### src/rtl/rr_mux_pkg.sv
// ---------------------------------------------------------------------------
// rr_mux_pkg
// Shared definitions for the round-robin N-way registered multiplexer.
//   WIDTH_DEF / NUM_CH_DEF : default data width and channel count
//   clog2_safe(n)          : channel-index width, never less than 1 bit
//   rr_next(ptr, n)        : increment of a channel pointer, wrapping at n
// ---------------------------------------------------------------------------
package rr_mux_pkg;

    localparam int WIDTH_DEF  = 16;
    localparam int NUM_CH_DEF = 4;

    // Index width for n channels; a 2-channel mux still needs one index bit.
    function automatic int clog2_safe(input int n);
        int r;
        if (n > 2) begin
            r = $clog2(n);
        end else begin
            r = 1;
        end
        return r;
    endfunction

    // Wraps at n rather than at a power of two so odd channel counts work.
    function automatic int rr_next(input int ptr, input int n);
        int r;
        if (ptr + 1 >= n) begin
            r = 0;
        end else begin
            r = ptr + 1;
        end
        return r;
    endfunction

endpackage

### src/rtl/rr_mux_nway_arbiter.sv
// ---------------------------------------------------------------------------
// rr_arbiter
// Combinational round-robin arbiter built as a double-width masked priority
// encoder: the request vector is concatenated with itself and shifted down by
// the priority pointer, so the lowest set bit of the result is the first
// requester at or after the pointer, wrapping at NUM_CH.
// Ports:
//   req   [NUM_CH]  request per channel
//   ptr   [CH_W]    highest-priority channel
//   grant [NUM_CH]  one-hot grant (all zero when no request)
//   idx   [CH_W]    index of the granted channel
//   any   [1]       at least one request present
// ---------------------------------------------------------------------------
module rr_arbiter
    import rr_mux_pkg::*;
#(
    parameter  int NUM_CH = NUM_CH_DEF,
    localparam int CH_W   = clog2_safe(NUM_CH)
) (
    input  logic [NUM_CH-1:0] req,
    input  logic [CH_W-1:0]   ptr,
    output logic [NUM_CH-1:0] grant,
    output logic [CH_W-1:0]   idx,
    output logic              any
);

    logic [CH_W-1:0]     ptr_eff_s;
    logic [2*NUM_CH-1:0] req_dbl_s;
    logic [NUM_CH-1:0]   rot_s;
    logic                found_s;
    logic [CH_W-1:0]     off_s;
    int                  sum_s;

    // Rotate requests so the pointer channel sits at bit 0, then find the first set bit.
    always_comb begin
        // An out-of-range pointer cannot occur in normal use; treat it as 0.
        if (int'(ptr) < NUM_CH) begin
            ptr_eff_s = ptr;
        end else begin
            ptr_eff_s = '0;
        end
        req_dbl_s = {req, req};
        rot_s     = NUM_CH'(req_dbl_s >> ptr_eff_s);
        found_s   = 1'b0;
        off_s     = '0;
        for (int k = 0; k < NUM_CH; k++) begin
            if (!found_s && rot_s[k]) begin
                found_s = 1'b1;
                off_s   = CH_W'(k);
            end else begin
                found_s = found_s;
            end
        end
    end

    // Map the rotated offset back to an absolute channel index and one-hot grant.
    always_comb begin
        sum_s = int'(ptr_eff_s) + int'(off_s);
        if (sum_s >= NUM_CH) begin
            sum_s = sum_s - NUM_CH;
        end else begin
            sum_s = sum_s;
        end
        idx = CH_W'(sum_s);
        any = found_s;
        for (int i = 0; i < NUM_CH; i++) begin
            grant[i] = found_s && (idx == CH_W'(i));
        end
    end

endmodule

### src/rtl/rr_mux_nway.sv
// ---------------------------------------------------------------------------
// rr_mux_nway
// Registered N-way, WIDTH-bit multiplexer with per-channel valid/ready and
// round-robin arbitration. One output register; one word per cycle when the
// consumer keeps out_ready high.
// Ports:
//   clk, rst_n                 clock, asynchronous active-low reset
//   in_valid  [NUM_CH]         channel i presents data
//   in_ready  [NUM_CH]         channel i accepted this cycle (combinational)
//   in_data   [NUM_CH*WIDTH]   channel i at bits [i*WIDTH +: WIDTH]
//   out_valid                  output register holds a word
//   out_ready                  consumer accepts the word
//   out_data  [WIDTH]          registered selected word
//   out_chan  [CH_W]           channel that supplied out_data
// Optional feature (macro RR_MUX_SEL_OVERRIDE_EN):
//   sel_force [1], sel [CH_W]  while sel_force=1 only channel sel may be
//                              granted; forced transfers leave the
//                              round-robin pointer untouched.
// ---------------------------------------------------------------------------
module rr_mux_nway
    import rr_mux_pkg::*;
#(
    parameter  int WIDTH  = WIDTH_DEF,
    parameter  int NUM_CH = NUM_CH_DEF,
    localparam int CH_W   = clog2_safe(NUM_CH)
) (
    input  logic                    clk,
    input  logic                    rst_n,
    input  logic [NUM_CH-1:0]       in_valid,
    output logic [NUM_CH-1:0]       in_ready,
    input  logic [NUM_CH*WIDTH-1:0] in_data,
`ifdef RR_MUX_SEL_OVERRIDE_EN
    input  logic                    sel_force,
    input  logic [CH_W-1:0]         sel,
`endif
    output logic                    out_valid,
    input  logic                    out_ready,
    output logic [WIDTH-1:0]        out_data,
    output logic [CH_W-1:0]         out_chan
);

    logic              out_valid_r;
    logic [WIDTH-1:0]  out_data_r;
    logic [CH_W-1:0]   out_chan_r;
    logic [CH_W-1:0]   rr_ptr_r;

    logic [NUM_CH-1:0] arb_grant_s;
    logic [CH_W-1:0]   arb_idx_s;
    logic              arb_any_s;

    logic [NUM_CH-1:0] g_onehot_s;
    logic [CH_W-1:0]   g_idx_s;
    logic              g_any_s;
    logic              forced_s;

    logic              load_s;
    logic              xfer_s;
    logic [WIDTH-1:0]  sel_data_s;

    rr_arbiter #(
        .NUM_CH (NUM_CH)
    ) u_arb (
        .req   (in_valid),
        .ptr   (rr_ptr_r),
        .grant (arb_grant_s),
        .idx   (arb_idx_s),
        .any   (arb_any_s)
    );

`ifdef RR_MUX_SEL_OVERRIDE_EN
    logic force_hit_s;

    // Static select overrides the arbiter; a select beyond NUM_CH matches no channel.
    always_comb begin
        force_hit_s = 1'b0;
        for (int i = 0; i < NUM_CH; i++) begin
            if ((sel == CH_W'(i)) && in_valid[i]) begin
                force_hit_s = 1'b1;
            end else begin
                force_hit_s = force_hit_s;
            end
        end
        forced_s = sel_force;
        if (sel_force) begin
            g_any_s = force_hit_s;
            g_idx_s = sel;
            for (int i = 0; i < NUM_CH; i++) begin
                g_onehot_s[i] = force_hit_s && (sel == CH_W'(i));
            end
        end else begin
            g_any_s    = arb_any_s;
            g_idx_s    = arb_idx_s;
            g_onehot_s = arb_grant_s;
        end
    end
`else
    // Pure round-robin: the arbiter result is the grant.
    always_comb begin
        forced_s   = 1'b0;
        g_any_s    = arb_any_s;
        g_idx_s    = arb_idx_s;
        g_onehot_s = arb_grant_s;
    end
`endif

    // Handshake: accept only when the output register is free or draining, never in reset.
    always_comb begin
        load_s = !out_valid_r || out_ready;
        xfer_s = load_s && g_any_s && rst_n;
        if (xfer_s) begin
            in_ready = g_onehot_s;
        end else begin
            in_ready = '0;
        end
    end

    // AND-OR data mux driven by the one-hot grant.
    always_comb begin
        sel_data_s = '0;
        for (int i = 0; i < NUM_CH; i++) begin
            sel_data_s = sel_data_s | (in_data[i*WIDTH +: WIDTH] & {WIDTH{g_onehot_s[i]}});
        end
    end

    // Output register and round-robin pointer.
    always_ff @(posedge clk or negedge rst_n) begin
        if (!rst_n) begin
            out_valid_r <= 1'b0;
            out_data_r  <= '0;
            out_chan_r  <= '0;
            rr_ptr_r    <= '0;
        end else if (xfer_s) begin
            out_valid_r <= 1'b1;
            out_data_r  <= sel_data_s;
            out_chan_r  <= g_idx_s;
            if (!forced_s) begin
                rr_ptr_r <= CH_W'(rr_next(int'(g_idx_s), NUM_CH));
            end else begin
                rr_ptr_r <= rr_ptr_r;
            end
        end else if (load_s) begin
            // Drained with nothing to refill: data and channel keep their last value.
            out_valid_r <= 1'b0;
        end else begin
            out_valid_r <= out_valid_r;
        end
    end

    assign out_valid = out_valid_r;
    assign out_data  = out_data_r;
    assign out_chan  = out_chan_r;

endmodule

### config.mk
export PLATFORM = sky130hd
export DESIGN_NAME = rr_mux_nway
export DESIGN_NICKNAME = d
export VERILOG_FILES = /design/src/rtl/rr_mux_pkg.sv /design/src/rtl/rr_mux_nway_arbiter.sv /design/src/rtl/rr_mux_nway.sv
export SDC_FILE = /design/constraint.sdc
export NUM_CORES = 1
export LEC_CHECK = 0
export ABC_AREA = 0
export BUFFER_PORTS_ARGS = -buffer_cell sky130_fd_sc_hd__buf_2
export CAP_MARGIN = 0
export CORE_ASPECT_RATIO = 1.75
export CORE_MARGIN = 10
export CORE_UTILIZATION = 40
export CTS_CLUSTER_DIAMETER = 40
export DETAILED_ROUTE_END_ITERATION = 12
export GPL_TIMING_DRIVEN = 0
export PLACE_DENSITY = 0.79
export SKIP_LAST_GASP = 1
export SLEW_MARGIN = 20
export SYNTH_ARGS = -nofsm -noshare
export SYNTH_HDL_FRONTEND = slang
export SYNTH_SLANG_ARGS = --single-unit
### constraint.sdc
create_clock -name clk -period 3.25 [get_ports clk]
set_input_delay 0 -clock clk [delete_from_list [all_inputs] [get_ports clk]]
set_output_delay 0 -clock clk [all_outputs]
set_load 0.005 [all_outputs]
# --- Word-level counts from Yosys, hierarchy flattened ---
# Cells that the tools add are included.
# W data, S select, Z words.
word_totals:
  inputBits: 71
  elab_cells: 48
  mem_count: 0
  mem_bits_ro: 0
  latch_bits: 0
  output_inout_bits: 23
  register_bits: 21
  ramBits: 0
classes:
  div_mod_pow: 0
  shift: 1
  n_mul: 0
  n_mux: 12
  magnitude_cmp: 2
  reduce_logical: 16
  addsub: 3
  eq_ne: 3
  bitwise: 7
op_table:
  columns: ["operator", "count"]
  rows:
  - ["$and A16 B16 Y16", 4]
  - ["$or A16 B16 Y16", 3]
  - ["$logic_and A1 B1 Y1", 9]
  - ["$mux W2", 4]
  - ["$shr A8 B2 Y4", 1]
  - ["$mux W1", 7]
  - ["$ge A3 B3 Y1 const B", 2]
  - ["$eq A2 B2 Y1 const B", 2]
  - ["$logic_not A1 Y1", 4]
  - ["$mux W4", 1]
  - ["$add A2 B1 Y3 const B", 1]
  - ["$add A2 B2 Y3", 1]
  - ["$eq A2 B1 Y1 const B", 1]
  - ["$logic_not A2 Y1", 1]
  - ["$reduce_bool A2 Y1", 1]
  - ["$sub A2 B1 Y2 const B", 1]
  - ["$logic_or A1 B1 Y1", 1]

# --- Longest topological paths before layout ---
# Gate-level depths: netlist of run 1.
logic_depth:
  depth_word: 20
  mapped_depth: 15
  depth_no_buf: 12

# --- Hierarchy ---
# A second synthesis of run 1 with hierarchy kept.
hier_totals:
  cells_unflattened: 150
  hier_area_um2: 1566.5
by_module_without_submodules:
  columns: ["module", "cells_each", "seq_area_each_um2", "area_per_inst_um2", "n_inst"]
  rows:
  - ["rr_mux_nway", 110, 525.5, 1288.7, 1]
  - ["rr_arbiter", 40, 0.0, 277.8, 1]

# --- Worst setup path before layout of run 1 ---
# No wires, ideal clock.
synth_timing:
  path_type: "register to register"
  start: "register rr_ptr_r[1]"
  end: "register out_data_r[0], in the netlist out_data[0]"
  path_stages_with_launch: 15
  t_arrival_ns: 2.847
  t_required_ns: 3.119
  path_buffers: 3
  setup_ns: 0.131
  path_slack_ns: 0.272
  cell_sequence: "dfrtp_1 > clkbuf_8 > o21ai_0 > a21oi_1 > o31a_1 > ha_1 > xor2_1 > nand4_2 > nand2_1 > inv_1 > ha_1 > clkbuf_1 > clkbuf_1 > a221oi_1 > a31oi_1"
synth_between:
  elab_chain_cells: 20
  elab_cells_between_ends: 35
  cone_classes: "add/sub: 2; order compare: 1; eq/ne: 3; shift: 1; mux: 8; bitwise: 7; reduce/logical: 13"
synth_rtl:
  columns: ["element", "line", "rtl"]
  rows:
  - ["start: declaration", "rr_mux_nway.sv:45", "logic [CH_W-1:0] rr_ptr_r;"]
  - ["start signal: assignment", "rr_mux_nway.sv:137", "rr_ptr_r <= CH_W'(rr_next(int'(g_idx_s), NUM_CH));"]
  - ["start signal: assignment", "rr_mux_nway.sv:139", "rr_ptr_r <= rr_ptr_r;"]
  - ["$shr A8 B2 Y4", "rr_mux_nway_arbiter.sv:43", "rot_s = NUM_CH'(req_dbl_s >> ptr_eff_s);"]
  - ["$mux W1", "rr_mux_nway_arbiter.sv:47", "if (!found_s && rot_s[k]) begin"]
  - ["$logic_not A1 Y1", "rr_mux_nway_arbiter.sv:47", null]
  - ["$logic_and A1 B1 Y1", "rr_mux_nway_arbiter.sv:47", null]
  - ["$mux W1", "rr_mux_nway_arbiter.sv:47", null]
  - ["$logic_not A1 Y1", "rr_mux_nway_arbiter.sv:47", null]
  - ["$logic_and A1 B1 Y1", "rr_mux_nway_arbiter.sv:47", null]
  - ["$mux W1", "rr_mux_nway_arbiter.sv:47", null]
  - ["[4 not listed]", null, null]
  - ["$ge A3 B3 Y1 / $sub A2 B1 Y2 (equally long branches)", "rr_mux_nway_arbiter.sv:59, rr_mux_nway_arbiter.sv:60", null]
  - ["$mux W2 (*)", "rr_mux_nway_arbiter.sv:59", "if (sum_s >= NUM_CH) begin"]
  - ["via arb_idx_s[1]", "rr_mux_nway.sv:48", "logic [CH_W-1:0] arb_idx_s;"]
  - ["$eq A2 B1 Y1 / $logic_not A2 Y1 (equally long branches)", "rr_mux_nway_arbiter.sv:67", "grant[i] = found_s && (idx == CH_W'(i));"]
  - ["$logic_and A1 B1 Y1", "rr_mux_nway_arbiter.sv:67", null]
  - ["$and A16 B16 Y16", "rr_mux_nway.sv:121", "sel_data_s = sel_data_s | (in_data[i*WIDTH +: WIDTH] & {WIDTH{g_onehot_s[i]}});"]
  - ["$or A16 B16 Y16 (2 in a row)", "rr_mux_nway.sv:121", null]
  - ["$or A16 B16 Y16 (*)", "rr_mux_nway.sv:121", null]
  - ["end signal: assignment", "rr_mux_nway.sv:134", "out_data_r <= sel_data_s;"]
  - ["end: declaration", "rr_mux_nway.sv:43", "logic [WIDTH-1:0] out_data_r;"]
# Mark *: on every way through the listed nets, which the timed path passes. The rest lies on a longest branch.
# A chain may end at the register's enable or synchronous reset.

# --- Worst setup path after layout of run 1 ---
layout_timing:
  start: "register rr_ptr_r[1]"
  end: "output in_ready[0]"
layout_between:
  elab_chain_cells: 17
  elab_cells_between_ends: 23
  cone_classes: "add/sub: 2; order compare: 1; shift: 1; mux: 9; reduce/logical: 10"
layout_rtl:
  columns: ["element", "line", "rtl"]
  rows:
  - ["$shr A8 B2 Y4", "rr_mux_nway_arbiter.sv:43", null]
  - ["$mux W1", "rr_mux_nway_arbiter.sv:47", null]
  - ["$logic_not A1 Y1", "rr_mux_nway_arbiter.sv:47", null]
  - ["$logic_and A1 B1 Y1", "rr_mux_nway_arbiter.sv:47", null]
  - ["$mux W1", "rr_mux_nway_arbiter.sv:47", null]
  - ["$logic_not A1 Y1", "rr_mux_nway_arbiter.sv:47", null]
  - ["$logic_and A1 B1 Y1", "rr_mux_nway_arbiter.sv:47", null]
  - ["$mux W1", "rr_mux_nway_arbiter.sv:47", null]
  - ["[2 not listed]", null, null]
  - ["$mux W2", "rr_mux_nway_arbiter.sv:47", null]
  - ["$add A2 B2 Y3 (*)", "rr_mux_nway_arbiter.sv:58", "sum_s = int'(ptr_eff_s) + int'(off_s);"]
  - ["$ge A3 B3 Y1 / $sub A2 B1 Y2 (equally long branches)", "rr_mux_nway_arbiter.sv:59, rr_mux_nway_arbiter.sv:60", null]
  - ["$mux W2 (*)", "rr_mux_nway_arbiter.sv:59", null]
  - ["via arb_idx_s[1]", "rr_mux_nway.sv:48", null]
  - ["$logic_not A2 Y1 (*)", "rr_mux_nway_arbiter.sv:67", null]
  - ["$logic_and A1 B1 Y1 (*)", "rr_mux_nway_arbiter.sv:67", null]
  - ["$mux W4 (*)", "rr_mux_nway.sv:110", "if (xfer_s) begin"]
  - ["end: declaration", "rr_mux_nway.sv:30", "output logic [NUM_CH-1:0] in_ready,"]
# Marks and branches as above.

==> flow_summary.ini, run 1 <==
[sta]
setup_viol_count_final = 0
period_needed_ns = 3.05
finalHoldViolCount = 1
tightest_slew_ns = 0.535
fin_ws_ns = 0.198
maxSlewViolCount = 0
whs_ns = -0.00227
fmax_mhz = 328
slew_headroom_pct = 64.4
fin_crit_sh_pct = 93.9
clock-skew-final_ns = 0.0151
grt_setup_unrepaired = false

[yosys]
ys_seq_elements = 21
syn_area_um2 = 1610
yosysTopAreaCellShare_pct = 32.6
synth.most_common_cell = dfrtp_1
synthCells = 192
async_flop_share_pct = 100
ys_top_cells_by_count = dfrtp_1, nor2_1, and3_1, nand3_1, nand4_1
ys.flop_type = dfrtp_1
synthesis.nets = 266
synth_edf_count = 0
yosysWarnings = 0
synth_area_leaders = dfrtp_1, a221oi_1, and3_1
yosysTopAreaCell = dfrtp_1
ys_types = 37
yosysSeqAreaShare_pct = 32.6
syn_avg_cell_area_um2 = 8.40

[floorplanning]
rows = 30
die_w_um = 68
core_um2 = 3900
start_util_pct = 41.3
io-pin-count = 94
die_area_um2 = 7070
die_h_um = 104

[drt]
via_per_inst = 5.88
wl_per_cell_um = 18.9
drc_errors = 0
num_vias = 2075
drt-initial-drc-count = 91
ant_nets = 0
firstDrtPassIters = 4
wirelength_mm = 6.66

[finish]
stdcell_count = 353
drive_above_1_share_pct = 40.7
seq_area_um2 = 526
antenna_cells = 0
multi_input_area_um2 = 1000
syn2layout_area_growth_pct = 48.5
fillCellCount = 372
stdcell_area_um2 = 2390
nets = 380

[power_and_ir_drop]
p_leak_nw = 1.15
finalPower_mw = 2.27
ir_drop_uv = 646
power_density_nw_per_um2 = 949

[critical_path]
cp-end-kind = primary output
timing.rr.start = rr_ptr_r[1]
path_max_fanout = 10
cp_slowest_cell = dfrtp_1
worst_r2r_endpoint = out_data[3]
critPathMaxStageDelay_ns = 0.40
worstPathRequired_ns = 3.25
r2r_cells = 13
crit_chain = clkbuf_8 > o21ai_0 > a21oi_1 > o31a_1 > ha_1 > xnor2_2 > o31ai_4 > nand2_2 > inv_1 > ha_2 > clkbuf_4 > and2_1 > buf_2
cp-start-kind = flop
critPathKind = flop to primary output
critPathArrivalTime_ns = 3.05
rrSetupSlack_ns = 0.23
startpoint = rr_ptr_r[1]

[outcome]
outcome = complete, but fails checks
violations = negative hold slack

[place]
gp_congestion = 0.877
pre_cts_ws_ns = -0.261
dp_hpwl_mm = 4.84
port-buffer-count = 93
dp.cells = 333
placed_cell_area_um2 = 2140

[global_routing]
grt_util_all_layers_pct = 18.8
grt.overflow.total = 0
grt_max_degree = 25
antenna_found_initial = 0
grt_pass1_wl_mm = 10.7
grt_pass1_vias = 2290

[clock_network]
clk_path_buf_depth = 2
clock_sinks = 21
cts_buffers = 3
cts-root-buf = clkbuf_8
cts_tree = built
clock_tree.htree_level_count = 1
cts.clk_slew.worst_paths_ns = 0.08
insertion_delay_ns = 0.28

[worst_hold_path]
min_path_cells = 3
hp-start = in_data[38]
min_to = out_data[6]
hold_path_class = input pin to flop

[run]
maxCapViolations = 0
==> worst max-delay path by stage <==
stage,cells after the start,slack (ns),to
floorplan,14,0.27,out_data[0]
global placement,14,-0.17,out_data[13]
detailed placement,14,-0.26,out_data[13]
CTS,12,0.03,in_ready[3]
global route,13,0.008,out_data[4]
finish,13,0.20,in_ready[0]
==> cells by family (layout without fill, tap and decap cells) <==
group / Yosys count / after routing / share of synthesized area, %
adders and majority gates: 3 / 3 / 2.33
and+or+nand+nor: 98 / 98 / 33.2
AOI/OAI and AO/OA: 47 / 47 / 23.4
DFF: 21 / 21 / 32.6
xor gates and xnor gates: 2 / 2 / 1.09
buffers and inverters: 21 / 134 / 7.45
==> critical path: cells and delay by family (launching register included) <==
family,cells,cell delay [ns]
compound gates,4,0.72
fa+ha+maj,2,0.54
xor+xnor,1,0.18
buf+inv,4,0.68
flops,1,0.40
simple gates,2,0.27
==> timing repair <==
item                                    CTS  global route
pin swaps                                 2             2
endpoints found under the setup margin   11            12
hold buffers                             16             0
endpoints found under the hold margin    36             0
buffers inserted                          1             1
gates resized for setup                   4             8
==> per-layer routing <==
metal,global-route usage (%),up-vias,wire [um],share of wire [%]
met5,0,-,0,0
met4,10.1,0,280,4.2
met3,4.64,24,526,7.9
met2,33.7,103,3610,54
met1,18.2,975,2240,34
li1,-,973,-,-
==> where the power goes <==
group	internal, mW	switching, mW	leakage (nW)
clock	0.0859	0.0983	0.0255
combinational	0.679	0.945	0.885
sequential	0.389	0.0746	0.239
==> registers in the layout, summed over array words and instances, names as in the netlist <==
register and count:
out_data 16, out_valid 1, rr_ptr_r 2, out_chan 2
==> layout by cell type, fill, tap and decap left out, drive strengths merged <==
| cell | instances |
|---|---|
| buf | 105 |
| dfrtp | 21 |
| nor2 | 19 |
| nand4 | 18 |
| and3 | 17 |
| nand3 | 17 |
| a31oi | 16 |
| dlygate4sd3 | 16 |
| a221oi | 16 |
| nand2 | 12 |
| clkbuf | 9 |
| o21ai | 5 |
| o21a | 4 |
| nor3b | 3 |
| inv | 3 |
| and2 | 3 |
| ha | 3 |
| and2b | 2 |
| nor3 | 2 |
| o31ai | 2 |
| and3b | 2 |
| xnor2 | 1 |
| xor2 | 1 |
| nand2b | 1 |
| or4 | 1 |
| a21oi | 1 |
| a2bb2oi | 1 |
| nand3b | 1 |
| o211ai | 1 |
| o31a | 1 |
| clkinv | 1 |
==> cell type report <==
type	count	area share, %
plain buffers	16	4.44
clock buffers	3	1.72
clock inverters	1	0.209
inverters	3	0.470
multi-input cells	150	42.0
flip-flops and latches	21	21.9
well taps	48	2.51
repair buffers	111	26.8
==> stage by stage <==
| stage | utilization (%) | hold WS (ns) | TNS (ns) |
|---|---|---|---|
| floorplan | - | -0.296 | 0 |
| global placement | 54.8 | -0.00329 | -1.30 |
| detailed placement | 54.8 | 0.00443 | -2.26 |
| CTS | 60.5 | 0.000491 | 0 |
| global route | 61.3 | 0.0213 | 0 |
| finish | 61.3 | -0.00227 | 0 |
Power figures use the tool's default switching activity.
==> run 2: changes to the inputs <==
Settings changed: CORE_UTILIZATION 40 to 35, CTS_CLUSTER_SIZE set to 8, PLACE_DENSITY 0.79 to 0.74.
Clock period 3.25 ns to 2.48 ns, I/O delays scaled along.
==> flow_summary.ini, run 2 (same netlist as run 1, synthesis figures left out) <==
[finish]
syn2layout_area_growth_pct = 58.6
largest_reg_flops = 16
fillCellCount = 429
final_common_cell = buf_2
drive_above_1_share_pct = 50.2
layout_common_cells = buf_2, dfrtp_1, nor2_1
nets = 378
antenna_cells = 0
stdcell_count = 354
stdcell_area_um2 = 2560

[critical_path]
cp-start-kind = flop
cp_slowest_cell = dfrtp_1
critPathKind = flop to primary output
cp_common_cell = ha_4
worstPathRequired_ns = 2.48
path_max_fanout = 6
critPathArrivalTime_ns = 2.60
critPathMaxStageDelay_ns = 0.40
crit_chain = clkbuf_8 > o21ai_1 > a21oi_1 > o31a_1 > ha_4 > xnor2_2 > o31ai_4 > nand2_4 > inv_4 > ha_4 > clkbuf_16 > and2_1 > buf_2
cp-end-kind = primary output

[sta]
tightest_slew_ns = 0.545
maxSlewViolCount = 0
whs_ns = -0.00226
slew_headroom_pct = 63.7
grt_setup_unrepaired = true
fmax_mhz = 385
period_needed_ns = 2.60
setup_viol_count_final = 18
fin_ws_ns = -0.120
clock-skew-final_ns = 0.00131
fin_crit_sh_pct = 105
finalHoldViolCount = 2

[global_routing]
grt_util_all_layers_pct = 16.0
grt_max_degree = 25
grt_pass1_wl_mm = 10.3
grt.overflow.total = 0
antenna_found_initial = 0
grt_pass1_vias = 2120

[run]
maxCapViolations = 0

[drt]
ant_nets = 0
via_per_inst = 5.55
drt-initial-drc-count = 102
firstDrtPassIters = 4
wirelength_mm = 6.50
drc_errors = 0
num_vias = 1964
wl_per_cell_um = 18.3

[place]
port-buffer-count = 93
gp_congestion = 0.855
dp.cells = 336
placed_cell_area_um2 = 2300
dp_hpwl_mm = 5.19

[floorplanning]
die_area_um2 = 7830
die_h_um = 110
core_um2 = 4440
start_util_pct = 36.3
io-pin-count = 94
die_w_um = 71.3
rows = 32

[power_and_ir_drop]
p_leak_nw = 1.22
finalPower_mw = 3.54
power_density_nw_per_um2 = 1390
ir_drop_uv = 1020

[clock_network]
cts.clk_slew.worst_paths_ns = 0.08
cts-root-buf = clkbuf_8
clock_tree.htree_level_count = 1
clk_path_buf_depth = 2
clock_sinks = 21
insertion_delay_ns = 0.26
cts_tree = built
cts_buffers = 3

[outcome]
violations = negative hold slack, negative setup slack
outcome = complete, but fails checks

[worst_hold_path]
hold_path_class = input pin to flop
## run 2: changes by cell type in the layout (fill, tap and decap cells not counted), moves of 2 or more
cell           before  now
o21ai_1             0    4
clkbuf_16           0    2
clkbuf_2            0    2
a221oi_1           15    3
ha_4                0    3
nand2_4             0    2
buf_4               3   12
dlygate4sd3_1      16    5
ha_2                2    0
o21ai_0             5    1
clkbuf_1            4    2
a221oi_2            1   12
## run 2: worst max-delay path: cells and delay by family (launching register included)
kind            cells  cell delay [ns]
compound gates      4             0.61
buf+inv             4             0.49
flops               1             0.40
fa+ha+maj           2             0.39
simple gates        2             0.24
xor+xnor            1             0.21
## run 2: final timing paths
kind	cells after the start	to	slack, ns	start
worst max register to register	13	out_data[4]	-0.10	rr_ptr_r[1]
max in group asynchronous	2	out_data[14]	1.86	rst_n
worst min-delay path	3	out_data[3]	-0.002	in_data[35]
min in group asynchronous	2	out_data[15]	0.25	rst_n
worst min register to register	2	out_chan[0]	0.48	out_chan[0]
worst max-delay path	13	in_ready[0]	-0.12	rr_ptr_r[1]
## run 2: layout make-up
type / count / area (um2) / share of cell area [%]
multi-input cells: 150 / 1150 / 45.1
repair buffers: 110 / 612 / 23.9
flip-flops and latches: 21 / 526 / 20.5
plain buffers: 15 / 143 / 5.58
well taps: 51 / 63.8 / 2.50
clock buffers: 3 / 41.3 / 1.61
inverters: 3 / 13.8 / 0.538
clock inverters: 1 / 5.00 / 0.196
## run 2: what timing repair did
item / CTS / global route
pin swaps: 6 / 4
endpoints found under the hold margin: 25 / 0
cloned: 1 / 0
resized for setup: 16 / 7
hold buffers: 5 / 0
endpoints found under the setup margin: 19 / 20
buffers inserted: 11 / 0
## run 2: per-stage QoR
step | util [%] | setup slack, ns | TNS (ns)
after floorplan | - | -0.142 | -1.08
after global placement | 51.7 | -0.425 | -5.91
after detailed placement | 51.7 | -0.504 | -7.31
after CTS | 57.2 | -0.111 | -1.19
after global routing | 57.5 | -0.221 | -3.31
final | 57.5 | -0.120 | -1.22
## run 2: power by group
part	internal [mW]	leakage (nW)	switching [mW]	total, mW
registers	0.510	0.239	0.0975	0.608
logic	1.29	0.958	1.42	2.71
clock network	0.112	0.0255	0.115	0.227
total	1.91	1.22	1.63	3.54
## run 2: metal layers
metal  track usage (%)  wire, um  part of all wire (%)
met1              15.5      2180                    34
met2              31.1      3760                    58
met3              2.26       288                   4.4
met4              8.61       269                   4.1
met5                 0         0                     0
